## src/rtl/router_fsm_if.sv

```systemverilog
// Source/FIFO-side handshake bundle of the 1x3 router control FSM.
// slave = FSM side, master = source/register-stage/FIFO side.
interface router_fsm_if;
    logic       pkt_valid;
    logic [1:0] data_in;
    logic       fifo_full;
    logic       fifo_empty_0;
    logic       fifo_empty_1;
    logic       fifo_empty_2;
    logic       soft_rst_0;
    logic       soft_rst_1;
    logic       soft_rst_2;
    logic       parity_done;
    logic       low_pkt_valid;
    logic       detect_add;
    logic       lfd_state;
    logic       ld_state;
    logic       laf_state;
    logic       full_state;
    logic       write_enb_reg;
    logic       rst_int_reg;
    logic       busy;
    logic       drop_pkt;

    modport slave (
        input  pkt_valid, data_in, fifo_full, fifo_empty_0, fifo_empty_1, fifo_empty_2,
               soft_rst_0, soft_rst_1, soft_rst_2, parity_done, low_pkt_valid,
        output detect_add, lfd_state, ld_state, laf_state, full_state,
               write_enb_reg, rst_int_reg, busy, drop_pkt
    );

    modport master (
        output pkt_valid, data_in, fifo_full, fifo_empty_0, fifo_empty_1, fifo_empty_2,
               soft_rst_0, soft_rst_1, soft_rst_2, parity_done, low_pkt_valid,
        input  detect_add, lfd_state, ld_state, laf_state, full_state,
               write_enb_reg, rst_int_reg, busy, drop_pkt
    );
endinterface

```

## src/rtl/router_fsm.sv

```systemverilog
// Control FSM of the 1x3 packet router: address decode, header/payload/parity sequencing.
// ROUTER_FSM_WAIT_TIMEOUT_EN adds a WAIT_TILL_EMPTY timeout that drops the packet.
module router_fsm #(
    parameter int WAIT_LIMIT = 30
) (
    input  logic         clk,
    input  logic         rst,
    router_fsm_if.slave  bus
);
    typedef enum logic [2:0] {
        DECODE_ADDRESS     = 3'd0,
        LOAD_FIRST_DATA    = 3'd1,
        LOAD_DATA          = 3'd2,
        FIFO_FULL_STATE    = 3'd3,
        LOAD_AFTER_FULL    = 3'd4,
        LOAD_PARITY        = 3'd5,
        CHECK_PARITY_ERROR = 3'd6,
        WAIT_TILL_EMPTY    = 3'd7
    } state_t;

    state_t     state_q, state_d;
    logic [1:0] addr_q, addr_d;
    logic       empty_in, empty_sel, soft_sel, drop;

    // Empty flag of the FIFO named by the incoming header vs. the latched address.
    always_comb begin
        empty_in = 1'b0;
        case (bus.data_in)
            2'd0:    empty_in = bus.fifo_empty_0;
            2'd1:    empty_in = bus.fifo_empty_1;
            2'd2:    empty_in = bus.fifo_empty_2;
            default: empty_in = 1'b0;
        endcase
    end

    always_comb begin
        empty_sel = 1'b0;
        soft_sel  = 1'b0;
        case (addr_q)
            2'd0:    begin empty_sel = bus.fifo_empty_0; soft_sel = bus.soft_rst_0; end
            2'd1:    begin empty_sel = bus.fifo_empty_1; soft_sel = bus.soft_rst_1; end
            2'd2:    begin empty_sel = bus.fifo_empty_2; soft_sel = bus.soft_rst_2; end
            default: begin empty_sel = 1'b0;             soft_sel = 1'b0;           end
        endcase
    end

`ifdef ROUTER_FSM_WAIT_TIMEOUT_EN
    localparam logic [4:0] WAIT_LAST = 5'(WAIT_LIMIT - 1);
    logic [4:0] wait_cnt_q, wait_cnt_d;
    logic       timeout;

    // Only DECODE_ADDRESS enters WAIT_TILL_EMPTY, so the count is zero on entry.
    assign wait_cnt_d = (state_q == WAIT_TILL_EMPTY) ? wait_cnt_q + 5'd1 : 5'd0;
    assign timeout    = (wait_cnt_q == WAIT_LAST);

    always_ff @(posedge clk) begin
        if (rst) wait_cnt_q <= 5'd0;
        else     wait_cnt_q <= wait_cnt_d;
    end
`else
    logic timeout;
    logic unused_wait_limit;
    assign timeout           = 1'b0;
    assign unused_wait_limit = ^WAIT_LIMIT;
`endif

    always_comb begin
        state_d = state_q;
        addr_d  = addr_q;
        drop    = 1'b0;
        case (state_q)
            DECODE_ADDRESS:
                if (bus.pkt_valid && bus.data_in != 2'd3) begin
                    addr_d  = bus.data_in;
                    state_d = empty_in ? LOAD_FIRST_DATA : WAIT_TILL_EMPTY;
                end
            LOAD_FIRST_DATA: state_d = LOAD_DATA;
            LOAD_DATA:
                if (bus.fifo_full)       state_d = FIFO_FULL_STATE;
                else if (!bus.pkt_valid) state_d = LOAD_PARITY;
            FIFO_FULL_STATE:
                if (!bus.fifo_full) state_d = LOAD_AFTER_FULL;
            LOAD_AFTER_FULL:
                if (bus.parity_done)        state_d = DECODE_ADDRESS;
                else if (bus.low_pkt_valid) state_d = LOAD_PARITY;
                else                        state_d = LOAD_DATA;
            LOAD_PARITY: state_d = CHECK_PARITY_ERROR;
            CHECK_PARITY_ERROR:
                state_d = bus.fifo_full ? FIFO_FULL_STATE : DECODE_ADDRESS;
            WAIT_TILL_EMPTY:
                if (empty_sel) state_d = LOAD_FIRST_DATA;
                else if (timeout) begin
                    state_d = DECODE_ADDRESS;
                    drop    = 1'b1;
                end
            default: state_d = DECODE_ADDRESS;
        endcase
        // Read-side timeout of the addressed FIFO abandons the packet in flight.
        if (state_q != DECODE_ADDRESS && soft_sel) begin
            state_d = DECODE_ADDRESS;
            drop    = 1'b0;
        end
    end

    always_ff @(posedge clk) begin
        if (rst) begin
            state_q <= DECODE_ADDRESS;
            addr_q  <= 2'd0;
        end else begin
            state_q <= state_d;
            addr_q  <= addr_d;
        end
    end

    assign bus.detect_add    = (state_q == DECODE_ADDRESS);
    assign bus.lfd_state     = (state_q == LOAD_FIRST_DATA);
    assign bus.ld_state      = (state_q == LOAD_DATA);
    assign bus.laf_state     = (state_q == LOAD_AFTER_FULL);
    assign bus.full_state    = (state_q == FIFO_FULL_STATE);
    assign bus.rst_int_reg   = (state_q == CHECK_PARITY_ERROR);
    assign bus.write_enb_reg = (state_q == LOAD_DATA) || (state_q == LOAD_AFTER_FULL) ||
                               (state_q == LOAD_PARITY);
    assign bus.busy          = (state_q != DECODE_ADDRESS) && (state_q != LOAD_DATA);
    assign bus.drop_pkt      = drop;
endmodule

```

## src/flat_wrapper.sv

```systemverilog
// flat-port wrapper written by rule: the top's interface ports become plain ports
module router_fsm_flat 
#(
    parameter int WAIT_LIMIT = 30
)
  (clk, rst, bus_pkt_valid, bus_data_in, bus_fifo_full, bus_fifo_empty_0, bus_fifo_empty_1, bus_fifo_empty_2, bus_soft_rst_0, bus_soft_rst_1, bus_soft_rst_2, bus_parity_done, bus_low_pkt_valid, bus_detect_add, bus_lfd_state, bus_ld_state, bus_laf_state, bus_full_state, bus_write_enb_reg, bus_rst_int_reg, bus_busy, bus_drop_pkt);
  router_fsm_if bus_i ();
  input  logic clk;
  input  logic rst;
  input wire logic [$bits(bus_i.pkt_valid)-1:0] bus_pkt_valid;
  input wire logic [$bits(bus_i.data_in)-1:0] bus_data_in;
  input wire logic [$bits(bus_i.fifo_full)-1:0] bus_fifo_full;
  input wire logic [$bits(bus_i.fifo_empty_0)-1:0] bus_fifo_empty_0;
  input wire logic [$bits(bus_i.fifo_empty_1)-1:0] bus_fifo_empty_1;
  input wire logic [$bits(bus_i.fifo_empty_2)-1:0] bus_fifo_empty_2;
  input wire logic [$bits(bus_i.soft_rst_0)-1:0] bus_soft_rst_0;
  input wire logic [$bits(bus_i.soft_rst_1)-1:0] bus_soft_rst_1;
  input wire logic [$bits(bus_i.soft_rst_2)-1:0] bus_soft_rst_2;
  input wire logic [$bits(bus_i.parity_done)-1:0] bus_parity_done;
  input wire logic [$bits(bus_i.low_pkt_valid)-1:0] bus_low_pkt_valid;
  output wire logic [$bits(bus_i.detect_add)-1:0] bus_detect_add;
  output wire logic [$bits(bus_i.lfd_state)-1:0] bus_lfd_state;
  output wire logic [$bits(bus_i.ld_state)-1:0] bus_ld_state;
  output wire logic [$bits(bus_i.laf_state)-1:0] bus_laf_state;
  output wire logic [$bits(bus_i.full_state)-1:0] bus_full_state;
  output wire logic [$bits(bus_i.write_enb_reg)-1:0] bus_write_enb_reg;
  output wire logic [$bits(bus_i.rst_int_reg)-1:0] bus_rst_int_reg;
  output wire logic [$bits(bus_i.busy)-1:0] bus_busy;
  output wire logic [$bits(bus_i.drop_pkt)-1:0] bus_drop_pkt;
  assign bus_i.pkt_valid = bus_pkt_valid;
  assign bus_i.data_in = bus_data_in;
  assign bus_i.fifo_full = bus_fifo_full;
  assign bus_i.fifo_empty_0 = bus_fifo_empty_0;
  assign bus_i.fifo_empty_1 = bus_fifo_empty_1;
  assign bus_i.fifo_empty_2 = bus_fifo_empty_2;
  assign bus_i.soft_rst_0 = bus_soft_rst_0;
  assign bus_i.soft_rst_1 = bus_soft_rst_1;
  assign bus_i.soft_rst_2 = bus_soft_rst_2;
  assign bus_i.parity_done = bus_parity_done;
  assign bus_i.low_pkt_valid = bus_low_pkt_valid;
  assign bus_detect_add = bus_i.detect_add;
  assign bus_lfd_state = bus_i.lfd_state;
  assign bus_ld_state = bus_i.ld_state;
  assign bus_laf_state = bus_i.laf_state;
  assign bus_full_state = bus_i.full_state;
  assign bus_write_enb_reg = bus_i.write_enb_reg;
  assign bus_rst_int_reg = bus_i.rst_int_reg;
  assign bus_busy = bus_i.busy;
  assign bus_drop_pkt = bus_i.drop_pkt;
  router_fsm #(.WAIT_LIMIT(WAIT_LIMIT)) u_core (.clk(clk), .rst(rst), .bus(bus_i));
endmodule
```

## config.mk

```make
export PLATFORM = sky130hd
export DESIGN_NAME = router_fsm_flat
export DESIGN_NICKNAME = d
export VERILOG_FILES = /design/src/rtl/router_fsm_if.sv /design/src/rtl/router_fsm.sv /design/src/flat_wrapper.sv
export SDC_FILE = /design/constraint.sdc
export NUM_CORES = 1
export LEC_CHECK = 0
export ABC_AREA = 1
export ABC_CLOCK_PERIOD_IN_PS = 1300
export CELL_PAD_IN_SITES_DETAIL_PLACEMENT = 1
export CELL_PAD_IN_SITES_GLOBAL_PLACEMENT = 1
export CORE_MARGIN = 5
export CORE_UTILIZATION = 29
export CTS_BUF_LIST = sky130_fd_sc_hd__clkbuf_8
export DETAILED_ROUTE_END_ITERATION = 12
export MAX_ROUTING_LAYER = met4
export PLACE_DENSITY_LB_ADDON = 0.1
export SETUP_SLACK_MARGIN = 0.15
export SYNTH_ARGS = -nofsm -noshare
export SYNTH_HDL_FRONTEND = slang
export SYNTH_SLANG_ARGS = --single-unit
```

## constraint.sdc

```tcl
create_clock -name clk -period 1.3 [get_ports clk]
set_input_delay 0.195 -clock clk [delete_from_list [all_inputs] [get_ports clk]]
set_output_delay 0.195 -clock clk [all_outputs]
set_load 0.1 [all_outputs]
```

==> impl_results.md <==
- Status: finished with violations
- Failing checks: negative setup slack
- Worst Skew: 0.00572 ns
- VDD IR-drop max: 0.00203 V
- Total CTS buffers: 3
- Fin cells: between 150 and 200
- Fin. Hold Viols: 0
- Initial antenna violation count: 0
- Mux contribution to synthesized area: 0%
- Mapped Nets: 105
- Most common library cell in the layout ignoring fill and taps: buf_4
- Top cell by count, worst path: nor2_4
- TritonCTS clock tree: done
- Sequential share of power: 9.6%
- Post-Synth XOR/XNOR Area: 0%
- Core ar.: ~1900 um^2
- Overall power: 0.00346 W
- Row cnt: 16
- Worst skew pair latency: 0.23 ns
- Crit path required time: 1.11 ns
- Syn avg cell area: 6.38 um^2
- Synthesized area: about 580 um^2
- Met1 usage: about a quarter
- Logic pwr share: between 80% and 90%
- Initial Util: 29.9%
- CP top delay family: flip-flops
- Final period utilization: 113%
- Clock transition at the registers of the reported paths: 0.03 ns
- Height of the chip: 54.7 um
- First-pass GRT wire length: 4410 um
- Gr ovfl total: 0
- Sw frac: 54.5%
- Final net count: about 160
- Int Power: 0.00158 W
- GP Congestion: 0.841
- Crit path kind: reg2out
- CP max stage cell: dfxtp_4
- Worst path cell trace: nor2_4 > nand2_4 > clkinvlp_4 > nor2_4 > nand2_8 > buf_12
- Clock share of power: roughly 8.4%
- YS warnings: 0
- Number of vias per cell: 5.14
- DP Cell Count: 152
- Routed via count: 858
- Post-Synth Simple-Gate Area: roughly 56%
- P_leak: approximately 0.6 nW
- Psw: 0.00189 W
- Fillcell total: 224
- Flop2flop setup slack: -0.15 ns
- Max-slew violation count: 0
- Cell taking the most area after synthesis: dfxtp_1
- Hold bufs inserted after CTS: 0
- Most frequent cells in the layout: 19 x buf_4, 16 x nand3_1, 12 x inv_1, 12 x clkdlybuf4s50_1
- Post-route minimum period: 1.46 ns
- Die X: 54.7 um
- WHS: roughly 0.55 ns
- Final setup fails: 12
- Worst setup EP type: output pin
- Netlist cell types: 19
- Vias in the first global route: 869
- Largest net degree at the start of global routing: 7
- Worst hold path type: in2reg
- Die area: approximately 3000 um^2
- Synth Area in Compound Gates: around 6.3%
- Post-synth top area share: about 17%
- Final TNS setup: -1.09 ns
- Met2 Track Usage GR: 39.4%
- Maximum clock path buffer count: 2
- Avg WL per Cell: a little over 20 um
- M3 GR Usage: 1.91%
- DRT iter0 DRCs: 18
- Root Buffer Master: clkbuf_8
- Layout area overhead: 127%
- Footprint of the multi-input gates: 500 um^2
- DP HPWL: 2030 um
- Synthesized netlist cell count: between 90 and 100
- Yosys reg bits: 5
- Seq/Total Area, Yosys: 17.2%
- Register area: 111 um^2
- Htree depth: 1
- Buf/Inv on CP: 2
- Crit path DAT: 1.27 ns
- Setup WS post-layout: -0.163 ns
- Synth top area cells: dfxtp_1 17%, nand3_1 16%, nor2_1 12%
- Max Freq: slightly below 0.7 GHz
- Most Crowded Layer GR: met2
- Detailed Routing Iterations Pass 1: 4
- PortBufs: 21
- Layout cells sized above 1: 54.3%
- Antenna diodes: 0
- CP max stage delay: 0.41 ns
- Cell area power density: about 2600 nW/um^2
- RSZ-0062 raised after global routing: yes
- Setup Slack @ Placement: -0.182 ns
- All-layer global routing usage: roughly 22%
- Post-synthesis adder-cell area fraction: 0%
- Max-cap violations: 0
- Clock sink count: 5
- IO Count: 23
- Largest family of logic cells by synthesized area: simple AND/OR/NAND/NOR gates
- ANT nets after route: 0
- Critical Path Start Type: register
- Total Routed Length: roughly 3500 um
- DRC viols: 0
- Worst-path fanout max: 5
==> cell usage after synthesis <==
| library cell | instances |
|---|---|
| inv_1 | 13 |
| nor2_1 | 19 |
| a21oi_1 | 1 |
| dfxtp_1 | 5 |
| nor2_8 | 2 |
| clkinv_4 | 1 |
| buf_6 | 3 |
| nand2_8 | 1 |
| conb_1 | 1 |
| a21oi_4 | 1 |
| inv_6 | 1 |
| nand4_1 | 4 |
| inv_4 | 1 |
| nand2b_1 | 1 |
| nand3_1 | 19 |
| a211oi_1 | 2 |
| nand3_2 | 2 |
| nand2_1 | 13 |
| buf_4 | 1 |
==> layout make-up <==
| type | instances | share of cell area (%) |
|---|---|---|
| clock buffer | 3 | 3.13 |
| clock inverter | 1 | 0.284 |
| inverter | 16 | 7.01 |
| multi-input combinational | 66 | 37.9 |
| sequential | 5 | 8.44 |
| tap | 27 | 2.56 |
| timing repair buffer | 49 | 40.7 |
==> state kept, by name, summed over array words and instances, names as in the netlist <==
signal,cells
u_core.state_q,3
u_core.addr_q,2
==> kinds of logic (layout without fill, tap and decap cells) <==
logic type / after synthesis / after routing
AO/OA/AOI/OAI: 4 / 4
buffers and inverters: 20 / 69
flip-flops: 5 / 5
other: 1 / 1
AND/OR/NAND/NOR: 61 / 61
==> power groups by stage <==
| stage | clock network, W | logic (W) | registers [W] |
|---|---|---|---|
| 4_1_cts | 0.000286 | 0.00257 | 0.000320 |
| 3_3_place_gp | 0 | 0.00216 | 0.000311 |
| 6_report | 0.000291 | 0.00284 | 0.000334 |
| 2_1_floorplan | 0 | 0.00152 | 0.000236 |
| 3_5_place_dp | 0 | 0.00224 | 0.000314 |
| 5_1_grt | 0.000299 | 0.00295 | 0.000342 |
==> worst reg2reg max path: stages, from the launching register on <==
cell and delay, ns:
dfxtp_4 0.36, buf_6 0.13, clkinv_8 0.06, nand2_8 0.06, nor2_8 0.11, buf_6 0.14, buf_6 0.09, nand4_1 0.09
nand3_1 0.11, nor2_1 0.06, nor2_1 0.17
==> through the flow <==
stage | area (um^2) | util (%)
after detailed placement | 1050 | 54.2
final | 1320 | 68.0
after floorplan | 642 | -
after global placement | 1050 | 54.2
after CTS | 1240 | 63.7
after global routing | 1320 | 68.0
==> path summary, 6_finish.rpt <==
| kind | startpoint | depth (start not counted) | end |
|---|---|---|---|
| worst min-delay path | bus_fifo_full | 5 | u_core.state_q[0] |
| worst max register to register | u_core.state_q[2] | 10 | u_core.state_q[2] |
| worst min register to register | u_core.addr_q[1] | 2 | u_core.addr_q[1] |
| worst max-delay path | u_core.state_q[0] | 6 | bus_write_enb_reg |
==> routing by layer <==
layer  routed length, um  share of wire, %
met3                 135               3.9
met2                1930                56
met5                   0                 0
met1                1250                36
met4                 136               3.9
==> what timing repair did <==
| item | in CTS | in global routing |
|---|---|---|
| pin swaps | 12 | 9 |
| resized for setup | 24 | 15 |
| buffers inserted | 7 | 4 |
| setup endpoints to repair | 13 | 13 |
| hold endpoints to repair | 0 | 0 |
Note: power is estimated with default switching activity, not from simulation.
